`config.mk`:
```
export PLATFORM = sky130hd
export DESIGN_NAME = commit_trace_monitor
export DESIGN_NICKNAME = d
export VERILOG_FILES = /design/src/rtl/tomasula_types.sv /design/src/rtl/commit_trace_monitor_fifo.sv /design/src/rtl/commit_trace_monitor.sv
export SDC_FILE = /design/constraint.sdc
export NUM_CORES = 1
export LEC_CHECK = 0
export BUFFER_PORTS_ARGS = -buffer_cell sky130_fd_sc_hd__buf_2
export CORE_MARGIN = 2
export CORE_UTILIZATION = 45
export DETAILED_ROUTE_END_ITERATION = 10
export HOLD_SLACK_MARGIN = 0.1
export MAX_ROUTING_LAYER = met4
export SYNTH_ARGS = -nofsm -noshare
export SYNTH_HDL_FRONTEND = slang
export SYNTH_SLANG_ARGS = --single-unit
```
`constraint.sdc`:
```
create_clock -name clk -period 14.1 [get_ports clk]
set_clock_uncertainty 0.15 [all_clocks]
set_input_delay 4.23 -clock clk [delete_from_list [all_inputs] [get_ports clk]]
set_output_delay 4.23 -clock clk [all_outputs]
set_load 0.02 [all_outputs]
```
`src/rtl/tomasula_types.sv`:
```
// rtl/tomasula_types.sv - shared trace record types and constants
// Trace record layout and the halt idiom used by the commit observation path.
package tomasula_types;

  localparam logic [31:0] HALT_INSTR  = 32'h0000006f;
  localparam int          TRACE_SEQ_W = 16;

  typedef struct packed {
    logic [TRACE_SEQ_W-1:0] seq;
    logic [31:0]            pc;
    logic [31:0]            instr;
    logic [4:0]             rd;
    logic [31:0]            rd_wdata;
  } trace_entry_t;

  // x0 writes are architecturally discarded, so the trace reports them as zero.
  function automatic logic [31:0] mask_rd_wdata(input logic [4:0] rd, input logic [31:0] wdata);
    return (rd == 5'd0) ? 32'd0 : wdata;
  endfunction

endpackage

```
`src/rtl/commit_trace_monitor_fifo.sv`:
```
// rtl/commit_trace_monitor_fifo.sv - generic in-order synchronous FIFO of trace records
// Head entry is read combinationally; pointers wrap naturally over a power-of-two depth.
module trace_fifo
  import tomasula_types::*;
#(
  parameter int  DEPTH   = 8,
  parameter type entry_t = trace_entry_t,
  localparam int PTR_W   = $clog2(DEPTH),
  localparam int CNT_W   = $clog2(DEPTH) + 1
) (
  input  logic             clk,
  input  logic             reset_n,
  input  logic             push,
  input  entry_t           push_data,
  input  logic             pop,
  output entry_t           head,
  output logic [CNT_W-1:0] count,
  output logic             full,
  output logic             empty
);

  entry_t           mem [DEPTH];
  logic [PTR_W-1:0] head_ptr;
  logic [PTR_W-1:0] tail_ptr;
  logic             wr_en;
  logic             rd_en;

  assign full  = (count == CNT_W'(DEPTH));
  assign empty = (count == '0);

  // Guards keep the FIFO self-consistent even if a caller ignores full/empty.
  assign rd_en = pop && !empty;
  assign wr_en = push && (!full || rd_en);

  always_ff @(posedge clk or negedge reset_n) begin
    if (!reset_n) begin
      head_ptr <= '0;
      tail_ptr <= '0;
      count    <= '0;
    end else begin
      if (wr_en) tail_ptr <= tail_ptr + 1'b1;
      if (rd_en) head_ptr <= head_ptr + 1'b1;
      case ({wr_en, rd_en})
        2'b10:   count <= count + 1'b1;
        2'b01:   count <= count - 1'b1;
        default: count <= count;
      endcase
    end
  end

  always_ff @(posedge clk) begin
    if (wr_en) mem[tail_ptr] <= push_data;
  end

  assign head = mem[head_ptr];

endmodule

```
`src/rtl/commit_trace_monitor.sv`:
```
// rtl/commit_trace_monitor.sv - captures committed instructions into a drained trace FIFO
// Owns sequence numbering, drop/overflow accounting, halt detection and push/pop gating.
module commit_trace_monitor
  import tomasula_types::*;
#(
  parameter int  DEPTH  = 8,
  parameter int  SEQ_W  = 16,
  parameter int  DROP_W = 8,
  localparam int CNT_W  = $clog2(DEPTH) + 1
) (
  input  logic              clk,
  input  logic              reset_n,
  input  logic              commit_valid,
  input  logic [31:0]       commit_pc,
  input  logic [31:0]       commit_instr,
  input  logic [4:0]        commit_rd,
  input  logic [31:0]       commit_rd_wdata,
  output logic              trace_valid,
  input  logic              trace_ready,
  output logic [SEQ_W-1:0]  trace_seq,
  output logic [31:0]       trace_pc,
  output logic [31:0]       trace_instr,
  output logic [4:0]        trace_rd,
  output logic [31:0]       trace_rd_wdata,
  output logic [CNT_W-1:0]  fifo_count,
  output logic              overflow,
  output logic [DROP_W-1:0] drop_count,
  output logic              halt
);

  typedef struct packed {
    logic [SEQ_W-1:0] seq;
    logic [31:0]      pc;
    logic [31:0]      instr;
    logic [4:0]       rd;
    logic [31:0]      rd_wdata;
  } entry_t;

  logic [SEQ_W-1:0] seq_q;
  entry_t           commit_entry;
  entry_t           head_entry;
  logic             full;
  logic             empty;
  logic             push;
  logic             pop;
  logic             drop;

  assign trace_valid = !empty;
  assign pop         = trace_valid && trace_ready;
  // A full FIFO still accepts a commit when the head leaves in the same cycle.
  assign push        = commit_valid && (!full || pop);
  assign drop        = commit_valid && full && !pop;

  always_comb begin
    commit_entry          = '0;
    commit_entry.seq      = seq_q;
    commit_entry.pc       = commit_pc;
    commit_entry.instr    = commit_instr;
    commit_entry.rd       = commit_rd;
    commit_entry.rd_wdata = mask_rd_wdata(commit_rd, commit_rd_wdata);
  end

  trace_fifo #(
    .DEPTH   (DEPTH),
    .entry_t (entry_t)
  ) u_fifo (
    .clk       (clk),
    .reset_n   (reset_n),
    .push      (push),
    .push_data (commit_entry),
    .pop       (pop),
    .head      (head_entry),
    .count     (fifo_count),
    .full      (full),
    .empty     (empty)
  );

  // Sequence advances on dropped commits too, so the consumer can see gaps.
  always_ff @(posedge clk or negedge reset_n) begin
    if (!reset_n) begin
      seq_q      <= '0;
      overflow   <= 1'b0;
      drop_count <= '0;
      halt       <= 1'b0;
    end else begin
      if (commit_valid) seq_q <= seq_q + 1'b1;
      if (drop) begin
        overflow <= 1'b1;
        if (drop_count != '1) drop_count <= drop_count + 1'b1;
      end
      if (commit_valid && commit_instr == HALT_INSTR) halt <= 1'b1;
    end
  end

  // Stale storage is hidden behind trace_valid so an empty FIFO reads all zeros.
  assign trace_seq      = trace_valid ? head_entry.seq      : '0;
  assign trace_pc       = trace_valid ? head_entry.pc       : '0;
  assign trace_instr    = trace_valid ? head_entry.instr    : '0;
  assign trace_rd       = trace_valid ? head_entry.rd       : '0;
  assign trace_rd_wdata = trace_valid ? head_entry.rd_wdata : '0;

endmodule

```
==> impl_metrics.env, run 1 <==
export IMPL_cts_setup_buffers=0
export IMPL_end_kind="primary output"
export IMPL_yosys_area_share_adder_pct=0.235
export IMPL_synth_common_cells="936 x edfxtp_1, 234 x mux4_2, 132 x nor2_1"
export IMPL_outcome="completed"
export IMPL_ctsResizeCount=0
export IMPL_crit_type="reg2out"
export IMPL_syn_num_nets=1797
export IMPL_die_w_um=292
export IMPL_synth_area_um2=37300
export IMPL_p_leak_nw=14.5
export IMPL_synth_cells=1685
export IMPL_root_buffer="clkbuf_16"
export IMPL_die_area_um2=85300
export IMPL_hold_path_class="reg2reg"
export IMPL_routed_wl_mm=79.4
export IMPL_core_area_um2=82100
export IMPL_drive_above_1_share_pct=32.2
export IMPL_start_util_pct=45.5
export IMPL_required_ns=9.72
export IMPL_worst_pin_slew_ns=1.06
export IMPL_rsz0062_at_grt="false"
export IMPL_drv_slew=0
export IMPL_cts_max_level=3
export IMPL_overflow=0
export IMPL_synth_edf_count=936
export IMPL_stdcell_count=3138
export IMPL_num_io_pins=237
export IMPL_dr_pass1_iters=7
export IMPL_num_rows=105
export IMPL_async_flop_share_pct=3.70
export IMPL_synthMuxAreaShare_pct=17.4
export IMPL_slew_headroom_pct=29.3
export IMPL_hold_start="halt$_DFFE_PN0P_"
export IMPL_synth_top_area_cell="edfxtp_1"
export IMPL_grt_max_degree=145
export IMPL_first_global_vias=18600
export IMPL_layout_nets=2084
export IMPL_finalHoldViolations=0
export IMPL_first_iter_violations=1407
export IMPL_path_clk_slew_ns=0.06
export IMPL_dp_cells=2940
export IMPL_setup_tns_ns=0
export IMPL_clk_path_buf_depth=3
export IMPL_synth_compound_area_share_pct=0.161
export IMPL_reg2reg_setup_slack_ns=10.51
export IMPL_syn_area_per_cell_um2=22.2
export IMPL_min_period_over_period_pct=62.3
export IMPL_synth_top_area_share_pct=75.3
export IMPL_drc=0
export IMPL_synth_top_cells_by_area="edfxtp_1 75%, mux4_2 14%, mux2i_1 3.1%"
export IMPL_gp_congestion=0.711
export IMPL_final_min_clock_period_ns=8.79
export IMPL_synthDistinctLibCells=40
export IMPL_p_per_area_nw_per_um2=214
export IMPL_p_sw_w=0.00299
export IMPL_ys_seq_elements=972
export IMPL_die_h_um=292
export IMPL_maxCapViolCount=0
export IMPL_max_freq_mhz=114
export IMPL_internal_power_w=0.00621
export IMPL_cp_data_arrival_time_ns=4.41
export IMPL_cts_sinks=972
export IMPL_cts_tree="yes"
export IMPL_start_kind="register"
export IMPL_place_hpwl_mm=41.4
export IMPL_wl_per_cell_um=25.3
export IMPL_r2r_start="u_fifo.count[2]$_DFFE_PN0P_"
export IMPL_cp_startpoint="u_fifo.head_ptr[0]$_DFFE_PN0P_"
export IMPL_io_buffers=236
export IMPL_yosysSeqAreaShare_pct=77.7
export IMPL_setup_viol=0
export IMPL_ys_flop_type="edfxtp_1"
export IMPL_ant_nets=0
export IMPL_path_max_fanout=111
export IMPL_yosysWarnings=0
export IMPL_synth_xor_area_share_pct=0.704
export IMPL_synth_simple_area_share_pct=2.84
export IMPL_antenna_found_initial=16
export IMPL_grtUsageTotal_pct=19.3
export IMPL_power_frac_comb_pct=31.5
export IMPL_grt_pass1_wl_mm=119
export IMPL_area_growth_pct=15.1
export IMPL_switching_share_pct=32.5
export IMPL_holdBufCountCts=0
export IMPL_clock_latency_ns=0.64
export IMPL_yosysMostFrequentCell="edfxtp_1"
export IMPL_vias=17500
export IMPL_vdd_drop_max_uv=172
export IMPL_whs_ns=0.302
export IMPL_numCtsBuffers=100
export IMPL_synth_top_family_by_area="multiplexers"
export IMPL_routed_via_density=5.58
export IMPL_clkPwrFrac_pct=27.1
export IMPL_seqPwrFrac_pct=41.4
-- cell families after synthesis --
logic type               count (synthesis)
adder cells (fa/ha/maj)                  7
flip-flops                             972
multiplexers                           355
XOR/XNOR                                30
buffers and inverters                   86
AO/OA/AOI/OAI                            8
AND/OR/NAND/NOR                        227
-- power by group through the flow --
stage          clock [W]  combinational, W  sequential, W
3_5_place_dp           0           0.00297        0.00387
4_1_cts          0.00256           0.00298        0.00382
5_1_grt          0.00267           0.00312        0.00385
6_report         0.00250           0.00290        0.00381
2_1_floorplan          0           0.00207        0.00382
3_3_place_gp           0           0.00296        0.00385
-- worst paths after layout --
| kind | endpoint | depth (start not counted) |
|---|---|---|
| hold / removal | halt$_DFFE_PN0P_ | 1 |
| hold reg to reg | halt$_DFFE_PN0P_ | 1 |
| setup / recovery | trace_seq[0] | 6 |
| max in group asynchronous | u_fifo.head_ptr[0]$_DFFE_PN0P_ | 1 |
| setup reg to reg | u_fifo.count[2]$_DFFE_PN0P_ | 12 |
| min in group asynchronous | u_fifo.count[3]$_DFFE_PN0P_ | 1 |
-- critical path, stage by stage, from the launching register on --
cell and delay (ns):
dfrtp_4 1.04, buf_12 0.77, buf_4 0.69, mux4_2 0.58, mux2i_1 0.15, nor2_1 0.11, buf_2 0.24
-- layer usage --
metal / wire length, µm / GRT usage, % / vias up
li1: - / - / 7544
met2: 38600 / 30.1 / 468
met5: 0 / - / -
met3: 5060 / 3.81 / 108
met1: 34300 / 26.5 / 9378
met4: 1390 / 4.70 / 0
-- through the flow --
| step | total power (W) | worst slack (ns) | util (%) | cell area (µm²) |
|---|---|---|---|---|
| after floorplan | 0.00590 | 0.471 | - | 37300 |
| after global placement | 0.00681 | 5.76 | 48.5 | 39800 |
| after detailed placement | 0.00684 | 5.78 | 48.5 | 39800 |
| after CTS | 0.00935 | 5.07 | 52.3 | 42900 |
| after global routing | 0.00964 | 4.87 | 52.3 | 43000 |
| final | 0.00920 | 5.31 | 52.3 | 43000 |
-- cell usage in the layout (no fill, tap or decap), types with 2 or more instances in the layout --
master,count
edfxtp_1,936
buf_2,236
mux4_2,234
nor2_1,125
mux2i_1,117
clkbuf_16,100
nor2b_1,34
dfrtp_1,33
buf_4,29
clkinv_2,26
clkinv_1,26
xnor2_1,19
clkbuf_1,19
nand2_1,18
diode_2,12
xor2_1,11
nand4_1,8
nor2_4,7
ha_1,7
bufinv_16,7
nand3_1,6
nor4_1,5
nand2b_1,4
inv_1,3
nor3_2,3
and3_1,3
mux2_2,3
nor3_1,3
clkinvlp_4,3
dfrtp_4,3
or3_1,2
and4_1,2
a21oi_1,2
inv_16,2
buf_12,2
-- layout make-up --
class / instances / area, µm²
Tap cell: 1070 / 1340
Clock inverter: 67 / 534
Multi-Input combinational cell: 627 / 8010
Inverter: 4 / 15.0
Timing Repair Buffer: 267 / 1440
Clock buffer: 119 / 2570
Antenna cell: 12 / 30.0
Sequential cell: 972 / 29000
Fill cell: 6450 / 39100
-- state kept, by name, summed over array words and instances, names as in the netlist --
name / count
u_fifo.tail_ptr: 3
u_fifo.head_ptr: 3
overflow: 1
u_fifo.mem: 936
halt: 1
seq_q: 16
u_fifo.count: 4
drop_count: 8
Power figures use the tool's default switching activity.
==> inputs of run 2 (changes only) <==
- clock period: 14.1 -> 8.85 ns (I/O delays scaled with it)
==> impl_metrics.env, run 2 (same netlist as run 1, synthesis figures left out) <==
export IMPL_overflow=0
export IMPL_dr_pass1_iters=7
export IMPL_r2r_end="u_fifo.count[2]$_DFFE_PN0P_"
export IMPL_wl_per_cell_um=25.2
export IMPL_area_growth_pct=15.8
export IMPL_num_io_pins=237
export IMPL_first_iter_violations=1434
export IMPL_path_clk_slew_ns=0.06
export IMPL_required_ns=6.05
export IMPL_io_buffers=236
export IMPL_cp_data_arrival_time_ns=3.57
export IMPL_r2r_start="u_fifo.count[1]$_DFFE_PN0P_"
export IMPL_setup_tns_ns=0
export IMPL_numCtsBuffers=102
export IMPL_clk_path_buf_depth=3
export IMPL_min_period_over_period_pct=72.0
export IMPL_drc=0
export IMPL_reg_largest_list="u_fifo.mem (936), seq_q (16), drop_count (8)"
export IMPL_grt_max_degree=118
export IMPL_die_area_um2=85300
export IMPL_drv_slew=0
export IMPL_vias=17400
export IMPL_ant_nets=0
export IMPL_grt_pass1_wl_mm=118
export IMPL_start_util_pct=45.5
export IMPL_rsz0062_at_grt="false"
export IMPL_grtUsageTotal_pct=19.2
export IMPL_core_area_um2=82100
export IMPL_cp_endpoint="trace_instr[31]"
export IMPL_cts_sinks=972
export IMPL_crit_type="reg2out"
export IMPL_vdd_drop_max_uv=312
export IMPL_p_per_area_nw_per_um2=344
export IMPL_cp_startpoint="u_fifo.head_ptr[1]$_DFFE_PN0P_"
export IMPL_final_common_cell="edfxtp_1"
export IMPL_cts_max_level=3
export IMPL_outcome="completed"
export IMPL_end_kind="primary output"
export IMPL_root_buffer="clkbuf_16"
export IMPL_finalHoldViolations=0
export IMPL_gp_congestion=0.694
export IMPL_largest_reg_flops=936
export IMPL_cts_tree="yes"
export IMPL_hold_path_class="reg2reg"
export IMPL_fill_cells=6406
export IMPL_max_freq_mhz=157
export IMPL_drive_above_1_share_pct=31.9
export IMPL_clock_latency_ns=0.65
export IMPL_holdBufCountCts=0
export IMPL_reg2reg_setup_slack_ns=5.22
export IMPL_final_cell_mix="936 x edfxtp_1, 236 x buf_2, 234 x mux4_2, 125 x nor2_1, 117 x mux2i_1"
export IMPL_first_global_vias=18700
export IMPL_slew_headroom_pct=31.4
export IMPL_num_rows=105
export IMPL_die_w_um=292
export IMPL_maxCapViolCount=0
export IMPL_place_ws_ns=3.08
export IMPL_regMostFlops="u_fifo.mem"
export IMPL_fin_util_pct=52.6
export IMPL_ff2ff_path_depth=12
export IMPL_worst_pin_slew_ns=1.03
export IMPL_setup_viol=0
export IMPL_antenna_found_initial=6
export IMPL_final_min_clock_period_ns=6.38
export IMPL_cts_setup_buffers=0
export IMPL_layout_nets=2084
export IMPL_place_hpwl_mm=40.4
export IMPL_die_h_um=292
export IMPL_routed_via_density=5.55
export IMPL_setup_ws_ns=2.47
export IMPL_ctsResizeCount=0
export IMPL_p_leak_nw=14.5
export IMPL_start_kind="register"
export IMPL_routed_wl_mm=78.8
export IMPL_path_max_fanout=68
## run 2: cell count changes in the layout (fill, tap and decap cells not counted), sizes merged
| cell | before | now |
|---|---|---|
| buf | 267 | 265 |
| bufinv | 7 | 11 |
| clkbuf | 119 | 131 |
| diode | 12 | 7 |
| clkinv | 54 | 39 |
## run 2: critical path, stage by stage, from the launching register on
cell	delay (ns)
dfrtp_4	1.03
buf_4	0.92
mux4_2	0.37
mux2i_1	0.07
nor2_1	0.26
buf_2	0.23
## run 2: cell type report
cell class / instances / area [µm²] / share of cell area (%)
clock inverter: 56 / 634 / 1.47
clock buffer: 131 / 2680 / 6.21
multi-input combinational: 627 / 8030 / 18.6
antenna: 7 / 17.5 / 0.0405
tap: 1070 / 1340 / 3.10
inverter: 4 / 15.0 / 0.0347
sequential: 972 / 29000 / 67.1
timing repair buffer: 265 / 1490 / 3.44
## run 2: worst min-delay path by stage
stage	to	from	cells after the start	slack [ns]
2_1_floorplan	u_fifo.tail_ptr[0]$_DFFE_PN0P_	u_fifo.tail_ptr[0]$_DFFE_PN0P_	2	0.34
3_3_place_gp	halt$_DFFE_PN0P_	halt$_DFFE_PN0P_	1	0.31
3_5_place_dp	overflow$_DFFE_PN0P_	overflow$_DFFE_PN0P_	1	0.31
4_1_cts	halt$_DFFE_PN0P_	halt$_DFFE_PN0P_	1	0.33
5_1_grt	halt$_DFFE_PN0P_	halt$_DFFE_PN0P_	1	0.34
6_report	halt$_DFFE_PN0P_	halt$_DFFE_PN0P_	1	0.33
## run 2: metrics by stage
step	power (W)	area, µm²	hold WS [ns]	std cells
floorplan	0.00937	37300	0.337	1685
global placement	0.0109	39900	0.312	2938
detailed placement	0.0109	39900	0.312	2938
CTS	0.0151	43200	0.331	3125
global route	0.0156	43200	0.343	3131
finish	0.0149	43200	0.325	3132
## run 2: where the power goes
part	total (W)	switching [W]	internal, W
sequential	0.00607	0.000326	0.00574
clock	0.00419	0.00172	0.00247
combinational	0.00461	0.00273	0.00189
## run 2: metal layers
layer	wire length (µm)	vias to the layer above	global-route usage, %
met3	4260	98	4.03
met1	34400	9341	25.6
li1	-	7534	-
met2	38800	417	30.5
met4	1370	0	4.32
met5	0	-	-
